==> src/rtl/serial_subtractor_if.sv <==
// Operand/result bundle for the bit-serial subtractor: start request, operands,
// registered result and the busy/done status pair.
interface serial_subtractor_if #(
    parameter int WIDTH = 8
);
    logic             start_i;
    logic [WIDTH-1:0] A_i;
    logic [WIDTH-1:0] B_i;
    logic [WIDTH-1:0] Diff_o;
    logic             Bout_o;
    logic             Ovf_o;
    logic             busy_o;
    logic             done_o;

    modport slave (
        input  start_i, A_i, B_i,
        output Diff_o, Bout_o, Ovf_o, busy_o, done_o
    );

    modport master (
        output start_i, A_i, B_i,
        input  Diff_o, Bout_o, Ovf_o, busy_o, done_o
    );
endinterface

==> src/rtl/serial_subtractor.sv <==
// Bit-serial A-B, LSB first, through one full-subtractor cell and a registered borrow.
// Latency WIDTH edges from accepted start to done_o; start_i is ignored unless IDLE (no queueing).
module serial_subtractor #(
    parameter int WIDTH = 8
) (
    input  logic                clk_i,
    input  logic                rst_i,
    serial_subtractor_if.slave  bus
);
    localparam int CNT_W = (WIDTH > 1) ? $clog2(WIDTH) : 1;

    typedef enum logic [1:0] {IDLE, RUN, DONE} state_t;

    state_t           state, state_nxt;
    logic [WIDTH-1:0] a_sh, b_sh, diff_sh, diff_q;
    logic [CNT_W-1:0] count;
    logic             borrow, bout_q, ovf_q;
    logic             a, b, d, bout, last, accept;

    assign a      = a_sh[0];
    assign b      = b_sh[0];
    assign d      = a ^ b ^ borrow;
    assign bout   = (~a & b) | (~(a ^ b) & borrow);
    assign last   = (state == RUN) && (count == CNT_W'(WIDTH - 1));
    assign accept = (state == IDLE) && bus.start_i;

    always_ff @(posedge clk_i or posedge rst_i) begin
        if (rst_i) begin
            state <= IDLE;
        end else begin
            state <= state_nxt;
        end
    end

    always_comb begin
        state_nxt = state;
        case (state)
            IDLE:    if (bus.start_i) state_nxt = RUN;
            RUN:     if (last)        state_nxt = DONE;
            DONE:    state_nxt = IDLE;
            default: state_nxt = IDLE;
        endcase
    end

    always_ff @(posedge clk_i or posedge rst_i) begin
        if (rst_i) begin
            a_sh    <= '0;
            b_sh    <= '0;
            diff_sh <= '0;
            diff_q  <= '0;
            count   <= '0;
            borrow  <= 1'b0;
            bout_q  <= 1'b0;
            ovf_q   <= 1'b0;
        end else if (accept) begin
            a_sh    <= bus.A_i;
            b_sh    <= bus.B_i;
            diff_sh <= '0;
            diff_q  <= '0;
            count   <= '0;
            borrow  <= 1'b0;
            bout_q  <= 1'b0;
            ovf_q   <= 1'b0;
        end else if (state == RUN) begin
            diff_sh <= {d, diff_sh[WIDTH-1:1]};
            a_sh    <= a_sh >> 1;
            b_sh    <= b_sh >> 1;
            borrow  <= bout;
            count   <= count + 1'b1;
            // On the last bit a/b are the operand sign bits and d is the result sign.
            if (last) begin
                diff_q <= {d, diff_sh[WIDTH-1:1]};
                bout_q <= bout;
                ovf_q  <= (a != b) && (d != a);
            end
        end
    end

    assign bus.Diff_o = diff_q;
    assign bus.Bout_o = bout_q;
    assign bus.Ovf_o  = ovf_q;
    assign bus.busy_o = (state == RUN);
    assign bus.done_o = (state == DONE);
endmodule

==> src/flat_wrapper.sv <==
// flat-port wrapper written by rule: the top's interface ports become plain ports
module serial_subtractor_flat 
#(
    parameter int WIDTH = 8
)
  (clk_i, rst_i, bus_start_i, bus_A_i, bus_B_i, bus_Diff_o, bus_Bout_o, bus_Ovf_o, bus_busy_o, bus_done_o);
  serial_subtractor_if #(.WIDTH(WIDTH)) bus_i ();
  input  logic clk_i;
  input  logic rst_i;
  input wire logic [$bits(bus_i.start_i)-1:0] bus_start_i;
  input wire logic [$bits(bus_i.A_i)-1:0] bus_A_i;
  input wire logic [$bits(bus_i.B_i)-1:0] bus_B_i;
  output wire logic [$bits(bus_i.Diff_o)-1:0] bus_Diff_o;
  output wire logic [$bits(bus_i.Bout_o)-1:0] bus_Bout_o;
  output wire logic [$bits(bus_i.Ovf_o)-1:0] bus_Ovf_o;
  output wire logic [$bits(bus_i.busy_o)-1:0] bus_busy_o;
  output wire logic [$bits(bus_i.done_o)-1:0] bus_done_o;
  assign bus_i.start_i = bus_start_i;
  assign bus_i.A_i = bus_A_i;
  assign bus_i.B_i = bus_B_i;
  assign bus_Diff_o = bus_i.Diff_o;
  assign bus_Bout_o = bus_i.Bout_o;
  assign bus_Ovf_o = bus_i.Ovf_o;
  assign bus_busy_o = bus_i.busy_o;
  assign bus_done_o = bus_i.done_o;
  serial_subtractor #(.WIDTH(WIDTH)) u_core (.clk_i(clk_i), .rst_i(rst_i), .bus(bus_i));
endmodule
==> config.mk <==
export PLATFORM = sky130hd
export DESIGN_NAME = serial_subtractor_flat
export DESIGN_NICKNAME = d
export VERILOG_FILES = /design/src/rtl/serial_subtractor_if.sv /design/src/rtl/serial_subtractor.sv /design/src/flat_wrapper.sv
export SDC_FILE = /design/constraint.sdc
export NUM_CORES = 1
export LEC_CHECK = 0
export BUFFER_PORTS_ARGS = -buffer_cell sky130_fd_sc_hd__buf_2
export CAP_MARGIN = 40
export CORE_ASPECT_RATIO = 0.5
export CORE_UTILIZATION = 54
export CTS_BUF_LIST = sky130_fd_sc_hd__clkbuf_16
export DETAILED_ROUTE_END_ITERATION = 6
export HOLD_SLACK_MARGIN = 0.05
export PLACE_DENSITY = 0.78
export SKIP_CTS_REPAIR_TIMING = 1
export SLEW_MARGIN = 5
export SYNTH_ARGS = -nofsm -noshare
export SYNTH_HDL_FRONTEND = slang
export SYNTH_SLANG_ARGS = --single-unit
==> constraint.sdc <==
create_clock -name clk_i -period 2 [get_ports clk_i]
set_input_delay 0.2 -clock clk_i [delete_from_list [all_inputs] [get_ports clk_i]]
set_output_delay 0.2 -clock clk_i [all_outputs]
set_load 0.01 [all_outputs]
* Word level (Yosys, flattened, before mapping) *
Index checks and enable logic that the tools add are counted.

operators by class
  bitwise operators = 7
  add/subtract/negate cells = 1
  reductions and logical operators = 8
  mux-type cells = 22
  equal/unequal tests = 7

operators with widths
  operator                                                                 count
  8-bit two-way mux                                                        9
  1-bit two-way mux                                                        8
  3-bit two-way mux                                                        2
  2-bit two-way mux                                                        2
  2-bit case mux with 2 select lines                                       1
  2-bit AND reduction                                                      2
  2-bit nonzero test                                                       2
  3-bit by 1-bit adder with 3-bit output, second input constant            1
  3-bit equality test, second input constant                               1
  1-bit logical AND                                                        3
  1-bit bitwise AND                                                        2
  2-bit by 1-bit equality test with 1-bit output, second input constant    1
  2-bit equality test, second input constant                               1
  2-bit zero test                                                          1
  1-bit inequality test                                                    2
  2-bit by 1-bit inequality test with 1-bit output, second input constant  1
  2-bit inequality test, second input constant                             1
  1-bit NOT                                                                2
  1-bit bitwise XOR                                                        2
  1-bit OR                                                                 1

storage, ports and cells
  flip-flop bits (word level) = 40
  input port bits = 19

* Depth between registers and ports, before layout *
Gate-level depths: netlist (run 1).

  depth after elaboration = 7
  gate-level depth with buffers = 5
  mapped depth without buffers = 5

* Worst setup path after synthesis (run 1) *
Ideal clock, no wire load.

  path kind = register to register
  from = register u_core.borrow
  to = register u_core.ovf_q (netlist: u_core.bus.Ovf_o)
  period minus slack after synthesis = 1.425 ns
  arrival time = 1.304 ns
  data required time = 1.879 ns
  stages on the path, launching flop included = 5
  setup slack = 0.575 ns
  library setup time = 0.121 ns
  path buffers = 0
  cell sequence = dfrtp_1 -> fa_1 -> xor2_1 -> nor2_1 -> a22o_1

on the way
  cells in the longest elaborated chain, start to end = 6

RTL lines
  item                    line                     text
  from (decl)             serial_subtractor.sv:17  logic borrow, bout_q, ovf_q;
  from (signal assigned)  serial_subtractor.sv:68  borrow <= bout;
  1-bit bitwise XOR       serial_subtractor.sv:22  assign d = a ^ b ^ borrow;
  1-bit inequality test   serial_subtractor.sv:74  ovf_q <= (a != b) && (d != a);
  1-bit logical AND       serial_subtractor.sv:74
  1-bit two-way mux       serial_subtractor.sv:71  if (last) begin
  1-bit two-way mux       serial_subtractor.sv:64  end else if (state == RUN) begin
  1-bit two-way mux       serial_subtractor.sv:55  end else if (accept) begin
  to (signal assigned)    serial_subtractor.sv:74
  to (decl)               serial_subtractor.sv:17

No other way between the ends. The select of a mux whose other input is x is not followed.
A chain may end at the register's enable or synchronous reset.

* Final worst setup path (run 1) *
  from = register u_core.state[1]
  to = output port bus_busy_o

on the way
  cells in the longest elaborated chain, start to end = 1

RTL lines
  item                                            line                     text
  from (decl)                                     serial_subtractor.sv:14  state_t state, state_nxt;
  from (signal assigned)                          serial_subtractor.sv:31  state <= state_nxt;
  2-bit by 1-bit equality test with 1-bit output  serial_subtractor.sv:82  assign bus.busy_o = (state == RUN);
  to (decl)                                       flat_wrapper.sv:16       output wire logic [$bits(bus_i.busy_o)-1:0] bus_busy_o;

No other way between the ends.

==> impl_metrics.tcl, run 1 <==
set metrics [dict create \
    status "finished clean" \
    final_common_cell "dfrtp_1" \
    cp-end-kind "output pin" \
    cts_root_buffer "clkbuf_16" \
    clock_skew_ns 0.00286 \
    gp_congestion 0.778 \
    grt_max_degree 40 \
    setup_tns_ns 0 \
    ys_seq_area_share_pct 59.2 \
    dieHeight_um 41.1 \
    postRouteWirelength_um 3420 \
    final_cell_mix "dfrtp_1, buf_2, a22o_1, o21ai_0, nand2_1" \
    max-cap-violations 0 \
    instances_no_fill 210 \
    wl_per_cell_um 16.3 \
    num_vias 1208 \
    met3_usage_pct 8.67 \
    nets 195 \
    core-area_um2 2750 \
    synth_nets 162 \
    timing.final.crit_share_pct 85.1 \
    yosys.area.top_type "dfrtp_1" \
    met1_usage_pct 32.8 \
    cp.arrival_ns 1.50 \
    hpwl_um 2200 \
    clockBufferDepth 2 \
    fp.dieW_um 80.2 \
    synth_area_um2 1650 \
    io_buffers 30 \
    drtAntennaViolNets 0 \
    rsz0062_at_grt "no" \
    use_met2_pct 37.6 \
    max_freq_mhz 587 \
    dr.pass1.iters 4 \
    r2r-start "u_core.a_sh[0]$_DFFE_PP0P_" \
    ys_warn_count 0 \
    place_area_um2 1840 \
    finalSetupViolCount 0 \
    path_class "register to output pin" \
    whs_ns 0.0348 \
    period_needed_ns 1.70 \
    rrSetupSlack_ns 0.43 \
    num_rows 13 \
    grt_remaining_overflow 0 \
    cts-buffers-inserted 5 \
    fill_cells 205 \
    initial_utilization_pct 60.0 \
    final_area_um2 1980 \
    cts.sinks 39 \
    num_antenna_cells 0 \
    antenna_found_initial 0 \
    clkLatencyLatePin_ns 0.28 \
    ys_ff_latch 39 \
    area_delta_synth_final_pct 20.0 \
    max_slew_margin_pct 67.4 \
    synth_area_leaders "dfrtp_1, a22o_1, a22oi_1" \
    worst-path-max-fanout 12 \
    dieArea_um2 3290 \
    dp_cells 202 \
    ir_worst_vdd_mv 1.04 \
    crit_start "u_core.state[1]$_DFFE_PP0P_" \
    r2r_cells 5 \
    p_leak_nw 0.970 \
    syn_area_per_cell_um2 11.9 \
    cts_tree "done" \
    path_clk_slew_ns 0.06 \
    tightest_slew_ns 0.489 \
    grt.busiest_layer "met2" \
    drc 0 \
    finalHoldViolations 0 \
    first_global_vias 1020 \
    via_per_inst 5.75 \
    syn-instance-count 139 \
    synthDistinctLibCells 23 \
    synth_top_area_share_pct 59.2 \
    slew_violations 0 \
    cp.required_ns 1.80 \
    powerDensity_nw_per_um2 1540 \
    rr_endpoint "u_core.bus.Ovf_o$_DFFE_PP0P_" \
    grt_pass1_wl_um 5370 \
    drt-initial-drc-count 92 \
    drive_gt1_share_pct 25.4 \
    htree_num_levels 2 \
    track_usage_pct 23.9 \
    hold_path_class "input port to async pin" \
    ios 31 \
    critPathLaunchType "register" \
]
## worst max path at each step
stage / to / slack (ns)
6_report: bus_busy_o / 0.30
5_1_grt: bus_busy_o / 0.21
4_1_cts: bus_busy_o / 0.29
3_5_place_dp: u_core.bus.Ovf_o$_DFFE_PP0P_ / 0.46
3_3_place_gp: u_core.diff_sh[1]$_DFFE_PP0P_ / 0.45
2_1_floorplan: u_core.bus.Ovf_o$_DFFE_PP0P_ / 0.57
## layout make-up
| class | instances | area [µm²] | area share (%) |
|---|---|---|---|
| clock buffer | 5 | 125 | 6.32 |
| clock inverter | 3 | 15.0 | 0.759 |
| inverter | 5 | 18.8 | 0.948 |
| multi-input combinational | 87 | 611 | 30.8 |
| sequential | 39 | 976 | 49.3 |
| tap | 37 | 46.3 | 2.34 |
| timing repair buffer | 34 | 188 | 9.48 |
## registers in the layout, indices dropped and copies added, names as in the netlist
| name | cells |
|---|---|
| u_core.count | 3 |
| u_core.a_sh | 8 |
| u_core.bus.Diff_o | 8 |
| u_core.diff_sh | 7 |
| u_core.b_sh | 8 |
| u_core.bus.Bout_o | 1 |
| u_core.borrow | 1 |
| u_core.state | 2 |
| u_core.bus.Ovf_o | 1 |
## power by group
| group | internal [W] | leakage (nW) | switching (W) |
|---|---|---|---|
| Clock | 0.000453 | 0.0649 | 0.000307 |
| Combinational | 0.000453 | 0.392 | 0.000534 |
| Sequential | 0.00109 | 0.513 | 0.000221 |
## kinds of logic (layout without fill, tap and decap cells)
group / Yosys count / count (layout) / share of synthesized area, %
xor gates and xnor gates: 1 / 1 / 0.531
adders and majority gates: 4 / 4 / 3.49
AOI/OAI and AO/OA: 57 / 57 / 25.9
buffers and inverters: 13 / 47 / 3.79
DFF: 39 / 39 / 59.2
and+or+nand+nor: 25 / 25 / 7.13
## critical path: stages, from the launching register on
cell and delay [ns]:
dfrtp_1 0.47, nand2b_1 0.24, inv_1 0.31, buf_2 0.20
## cell usage after synthesis, drive strengths merged
| cell | n |
|---|---|
| dfrtp | 39 |
| a22o | 21 |
| o21ai | 16 |
| nand2 | 15 |
| a22oi | 14 |
| buf | 7 |
| inv | 5 |
| nor2b | 4 |
| ha | 3 |
| nor2 | 3 |
| a21oi | 2 |
| o21bai | 2 |
| a2bb2oi | 1 |
| and2 | 1 |
| and2b | 1 |
| clkbuf | 1 |
| fa | 1 |
| nand2b | 1 |
| o2bb2ai | 1 |
| xor2 | 1 |
## layer usage
metal,vias up,part of all wire (%)
met3,0,5.3
met2,36,45
met5,-,0
met1,598,49
met4,0,0
li1,574,-
## through the flow
stage	setup WS [ns]	util, %	power (W)
after CTS	0.294	72.0	0.00306
after floorplan	0.575	-	0.00199
after global placement	0.445	66.4	0.00221
after global routing	0.213	72.0	0.00324
final	0.298	72.0	0.00306
after detailed placement	0.457	66.9	0.00229
No activity file was read; power rests on OpenSTA's default activity.
==> run 2, diff against run 1 <==
CORE_ASPECT_RATIO = 0.6   (was 0.5)
CORE_UTILIZATION = 33   (was 54)
PLACE_DENSITY = unset   (was 0.78)
==> run 2 against run 1 <==
  * Critical path depth stayed put
  * Combinational power hardly changed
  * Clock skew is 0.00084 ns higher
  * Clock power is 3.4% lower
  * Count of clock-buffer cells in the layout stayed put
  * Cell area is 1.7% higher
  * Global-route usage is 8.8 points lower
  * Final cell count is 13% higher
  * Die area is 61% higher
  * Sequential power hardly changed
  * Critical endpoint unchanged
  * Largest power group unchanged
==> impl_metrics.tcl, run 2 (synthesized netlist as in run 1, its figures left out) <==
set metrics [dict create \
    wl_per_cell_um 14.8 \
    ios 31 \
    drt-initial-drc-count 45 \
    finalHoldViolations 0 \
    final_common_cell "dfrtp_1" \
    dieHeight_um 56.8 \
    grt_max_degree 40 \
    path_class "register to output pin" \
    r2r-start "u_core.a_sh[0]$_DFFE_PP0P_" \
    rr_endpoint "u_core.bus.Ovf_o$_DFFE_PP0P_" \
    timing.final.crit_share_pct 81.4 \
    final_cell_mix "dfrtp_1, buf_2, a22o_1, o21ai_0, nand2_1" \
    switching_share_pct 34.0 \
    finalPower_w 0.00303 \
    area_delta_synth_final_pct 22.1 \
    path_clk_slew_ns 0.05 \
    cp.required_ns 1.80 \
    whs_ns 0.0248 \
    finalWorstSetupSlack_ns 0.371 \
    cpMaxStageDelayCell "dfrtp_1" \
    cp-end-kind "output pin" \
    p_sw_w 0.00103 \
    max_freq_mhz 614 \
    antenna_found_initial 0 \
    hold_path_class "input port to async pin" \
    critPathLaunchType "register" \
    clockBufferDepth 2 \
    dr.pass1.iters 4 \
    initial_utilization_pct 35.2 \
    period_needed_ns 1.63 \
    grt_remaining_overflow 0 \
    cts.sinks 39 \
    status "finished clean" \
    crit_start "u_core.state[0]$_DFFE_PP0P_" \
    pwr-share-clk_pct 24.2 \
    rrSetupSlack_ns 0.49 \
    endpoint "bus_busy_o" \
    r2r_cells 5 \
    place_ws_ns 0.492 \
    ir_worst_vdd_mv 0.449 \
    crit_chain "nand2b_1 -> inv_1 -> buf_2" \
    setup_tns_ns 0 \
    cts_tree "done" \
    dieArea_um2 5290 \
    io_buffers 30 \
    final_area_um2 2010 \
    drive_gt1_share_pct 26.4 \
    power_frac_comb_pct 32.6 \
    place_area_um2 1880 \
    num_vias 1186 \
    worst-path-max-fanout 10 \
    finalSetupViolCount 0 \
    rsz0062_at_grt "no" \
    via_per_inst 5.00 \
    cts_root_buffer "clkbuf_16" \
    pwr-share-seq_pct 43.2 \
    slowest_delay_ns 0.53 \
    postRouteWirelength_um 3500 \
    core-area_um2 4680 \
    cp.arrival_ns 1.43 \
    clkLatencyLatePin_ns 0.28 \
    slew_violations 0 \
    cts-buffers-inserted 5 \
    tightest_slew_ns 0.490 \
    hpwl_um 2450 \
    first_global_vias 1166 \
    powerDensity_nw_per_um2 1510 \
    drtAntennaViolNets 0 \
    htree_num_levels 2 \
    max_slew_margin_pct 67.3 \
    grt_pass1_wl_um 5980 \
    track_usage_pct 15.1 \
    p_int_w 0.00200 \
    num_antenna_cells 0 \
    num_rows 19 \
    fp.dieW_um 93.3 \
    max-cap-violations 0 \
    gp_congestion 0.762 \
    p_leak_nw 0.980 \
    drc 0 \
    clock_skew_ns 0.00370 \
    nets 197 \
]
[run 2: power groups by stage]
stage / Sequential [W] / Clock [W] / Combinational [W]
finish: 0.00131 / 0.000734 / 0.000989
CTS: 0.00131 / 0.000742 / 0.00101
floorplan: 0.00128 / 0 / 0.000715
global placement: 0.00130 / 0 / 0.000963
detailed placement: 0.00132 / 0 / 0.00100
global route: 0.00135 / 0.000787 / 0.00111
[run 2: how the worst min path moves through the flow]
stage                                                  end        from  cells past startpoint
after floorplan                 u_core.a_sh[7]$_DFFE_PP0P_  bus_A_i[7]                      1
after global placement         u_core.count[1]$_DFFE_PP0P_       rst_i                      3
after detailed placement  u_core.bus.Diff_o[5]$_DFFE_PP0P_       rst_i                      3
after CTS                 u_core.bus.Diff_o[4]$_DFFE_PP0P_       rst_i                      3
after global routing      u_core.bus.Diff_o[4]$_DFFE_PP0P_       rst_i                      3
final                     u_core.bus.Diff_o[4]$_DFFE_PP0P_       rst_i                      3
[run 2: final cells by class]
type	instances	area, µm²
tap	63	78.8
timing repair buffer	36	195
sequential	39	976
multi-input combinational	87	611
clock buffer	5	125
fill	432	2670
inverter	5	18.8
clock inverter	2	8.76
[run 2: critical path, delay by kind of cell, from the launching register on]
kind | cells | cell delay, ns
buffers and inverters | 2 | 0.43
and+or+nand+nor | 1 | 0.19
DFF | 1 | 0.53
[run 2: layer usage]
| metal | global-route usage, % | share of wire [%] | vias to the layer above |
|---|---|---|---|
| met2 | 21.3 | 43 | 25 |
| met4 | 7.25 | 2.2 | 0 |
| met5 | 0 | 0 | - |
| met3 | 4.07 | 3.8 | 10 |
| met1 | 21.4 | 51 | 575 |
| li1 | - | - | 576 |
[run 2: stage by stage]
stage / util, % / instances
finish: 43.0 / 237
global route: 43.0 / 237
CTS: 43.0 / 237
detailed placement: 40.1 / 230
global placement: 40.1 / 230
floorplan: - / 139
==> run 3, diff against run 2 <==
clock period = 1.6 ns   (was 2 ns; I/O delays follow)
==> run 3 against run 2 <==
  * Via count is 1.9% higher
  * Critical path type is now register to register
  * Register-to-register slack got worse by 0.40 ns
  * Clock power rose by 26%
  * Highest routed layer unchanged
  * Sequential power rose by 24%
  * Sequential share of layout area decreased by 1.1 points
  * Critical path depth rose by 1
  * Largest power group unchanged
  * Sequential cell count is the same
  * Core utilization increased by 1.0 points
==> impl_metrics.tcl, run 3 (synthesized netlist as in run 1, its figures left out) <==
set metrics [dict create \
    path_clk_slew_ns 0.05 \
    rsz0062_at_grt "no" \
    initial_utilization_pct 35.2 \
    ios 31 \
    cp.arrival_ns 1.68 \
    clockBufferDepth 2 \
    slew_violations 0 \
    critPathLaunchType "register" \
    drtAntennaViolNets 0 \
    final_common_cell "dfrtp_1" \
    finalSetupViolCount 0 \
    powerDensity_nw_per_um2 1870 \
    num_antenna_cells 0 \
    dr.pass1.iters 4 \
    slowest_delay_ns 0.59 \
    finalWorstSetupSlack_ns 0.0908 \
    max_slew_margin_pct 67.9 \
    crit_start "u_core.b_sh[0]$_DFFE_PP0P_" \
    path_buf_inv 0 \
    p_leak_nw 1.01 \
    path_class "register to register" \
    fill_cells 439 \
    num_rows 19 \
    dieArea_um2 5290 \
    hold_start "bus_A_i[7]" \
    drt-initial-drc-count 61 \
    ir_worst_vdd_mv 0.607 \
    io_buffers 30 \
    fp.dieW_um 93.3 \
    r2r-start "u_core.b_sh[0]$_DFFE_PP0P_" \
    dieHeight_um 56.8 \
    final_cell_mix "dfrtp_1, buf_2, a22o_1, o21ai_0, nand2_1" \
    clkLatencyLatePin_ns 0.28 \
    clock_skew_ns 0.00367 \
    cts_tree "done" \
    gp_congestion 0.738 \
    wl_per_cell_um 14.4 \
    grt_max_degree 40 \
    worst-path-max-fanout 4 \
    drive_gt1_share_pct 27.9 \
    grt_pass1_wl_um 5800 \
    htree_num_levels 2 \
    max-cap-violations 0 \
    area_delta_synth_final_pct 25.0 \
    core-area_um2 4680 \
    hold_path_class "input port to register" \
    period_needed_ns 1.51 \
    postRouteWirelength_um 3490 \
    finalHoldViolations 0 \
    cp-end-kind "register" \
    grt_remaining_overflow 0 \
    cts.sinks 39 \
    cp.required_ns 1.77 \
    nets 201 \
    tightest_slew_ns 0.482 \
    first_global_vias 1204 \
    hpwl_um 2400 \
    track_usage_pct 14.5 \
    num_vias 1208 \
    place_ws_ns 0.0947 \
    drc 0 \
    status "finished clean" \
    antenna_found_initial 0 \
    cts_root_buffer "clkbuf_16" \
    timing.final.crit_share_pct 94.3 \
    crit_family "adder cells" \
    via_per_inst 4.99 \
    max_freq_mhz 663 \
    setup_tns_ns 0 \
    crit_chain "fa_1 -> xor2_1 -> nor2_1 -> a22o_1" \
    cts-buffers-inserted 5 \
    cpMaxStageDelayCell "fa_1" \
]
run 3: cell types whose count changed in the layout (fill, tap and decap cells not counted):
| cell | delta |
|---|---|
| inv_2 | +1 |
| buf_12 | +1 |
| dlygate4sd3_1 | +1 |
| buf_4 | +2 |
| clkinv_1 | -1 |
| inv_1 | +1 |
run 3: worst paths after layout:
path                                                 endpoint  slack, ns  cells past startpoint
worst max-delay path             u_core.bus.Ovf_o$_DFFE_PP0P_       0.09                      4
worst min-delay path               u_core.a_sh[7]$_DFFE_PP0P_       0.11                      2
worst max register to register   u_core.bus.Ovf_o$_DFFE_PP0P_       0.09                      4
worst min register to register     u_core.a_sh[3]$_DFFE_PP0P_       0.48                      2
max in group asynchronous          u_core.a_sh[1]$_DFFE_PP0P_       0.73                      4
min in group asynchronous       u_core.diff_sh[6]$_DFFE_PP0P_       0.53                      4
run 3: power by group:
group / internal (W) / total, W / switching [W]
Sequential: 0.00136 / 0.00163 / 0.000266
Clock: 0.000562 / 0.000922 / 0.000360
Combinational: 0.000625 / 0.00130 / 0.000675
Total: 0.00255 / 0.00385 / 0.00130
run 3: worst register-to-register path: stages (launching register included):
cell and delay, ns:
dfrtp_1 0.44, fa_1 0.59, xor2_1 0.16, nor2_1 0.05, a22o_1 0.17
run 3: cell type report:
cell class	count	area (µm²)	share of cell area [%]
Sequential cell	39	976	47.3
Multi-Input combinational cell	87	611	29.6
Timing Repair Buffer	40	240	11.7
Clock buffer	5	125	6.07
Tap cell	63	78.8	3.82
Inverter	5	18.8	0.910
Clock inverter	3	12.5	0.607
run 3: metrics by stage:
stage	utilization (%)	power [W]	hold slack [ns]	area, µm²	cells
6_report	44.0	0.00385	0.110	2060	242
5_1_grt	44.0	0.00409	0.112	2060	242
4_1_cts	43.8	0.00387	0.00764	2050	241
3_5_place_dp	40.9	0.00294	0.300	1910	233
3_3_place_gp	40.9	0.00287	0.293	1910	233
2_1_floorplan	-	0.00249	0.293	1650	139
run 3: layer usage:
layer  global-route usage (%)  wire [µm]  vias up
li1                         -          -      585
met1                     19.7       1760      597
met2                     22.4       1580       24
met3                     4.47        132        2
met4                     3.96         21        0
met5                        0          0        -
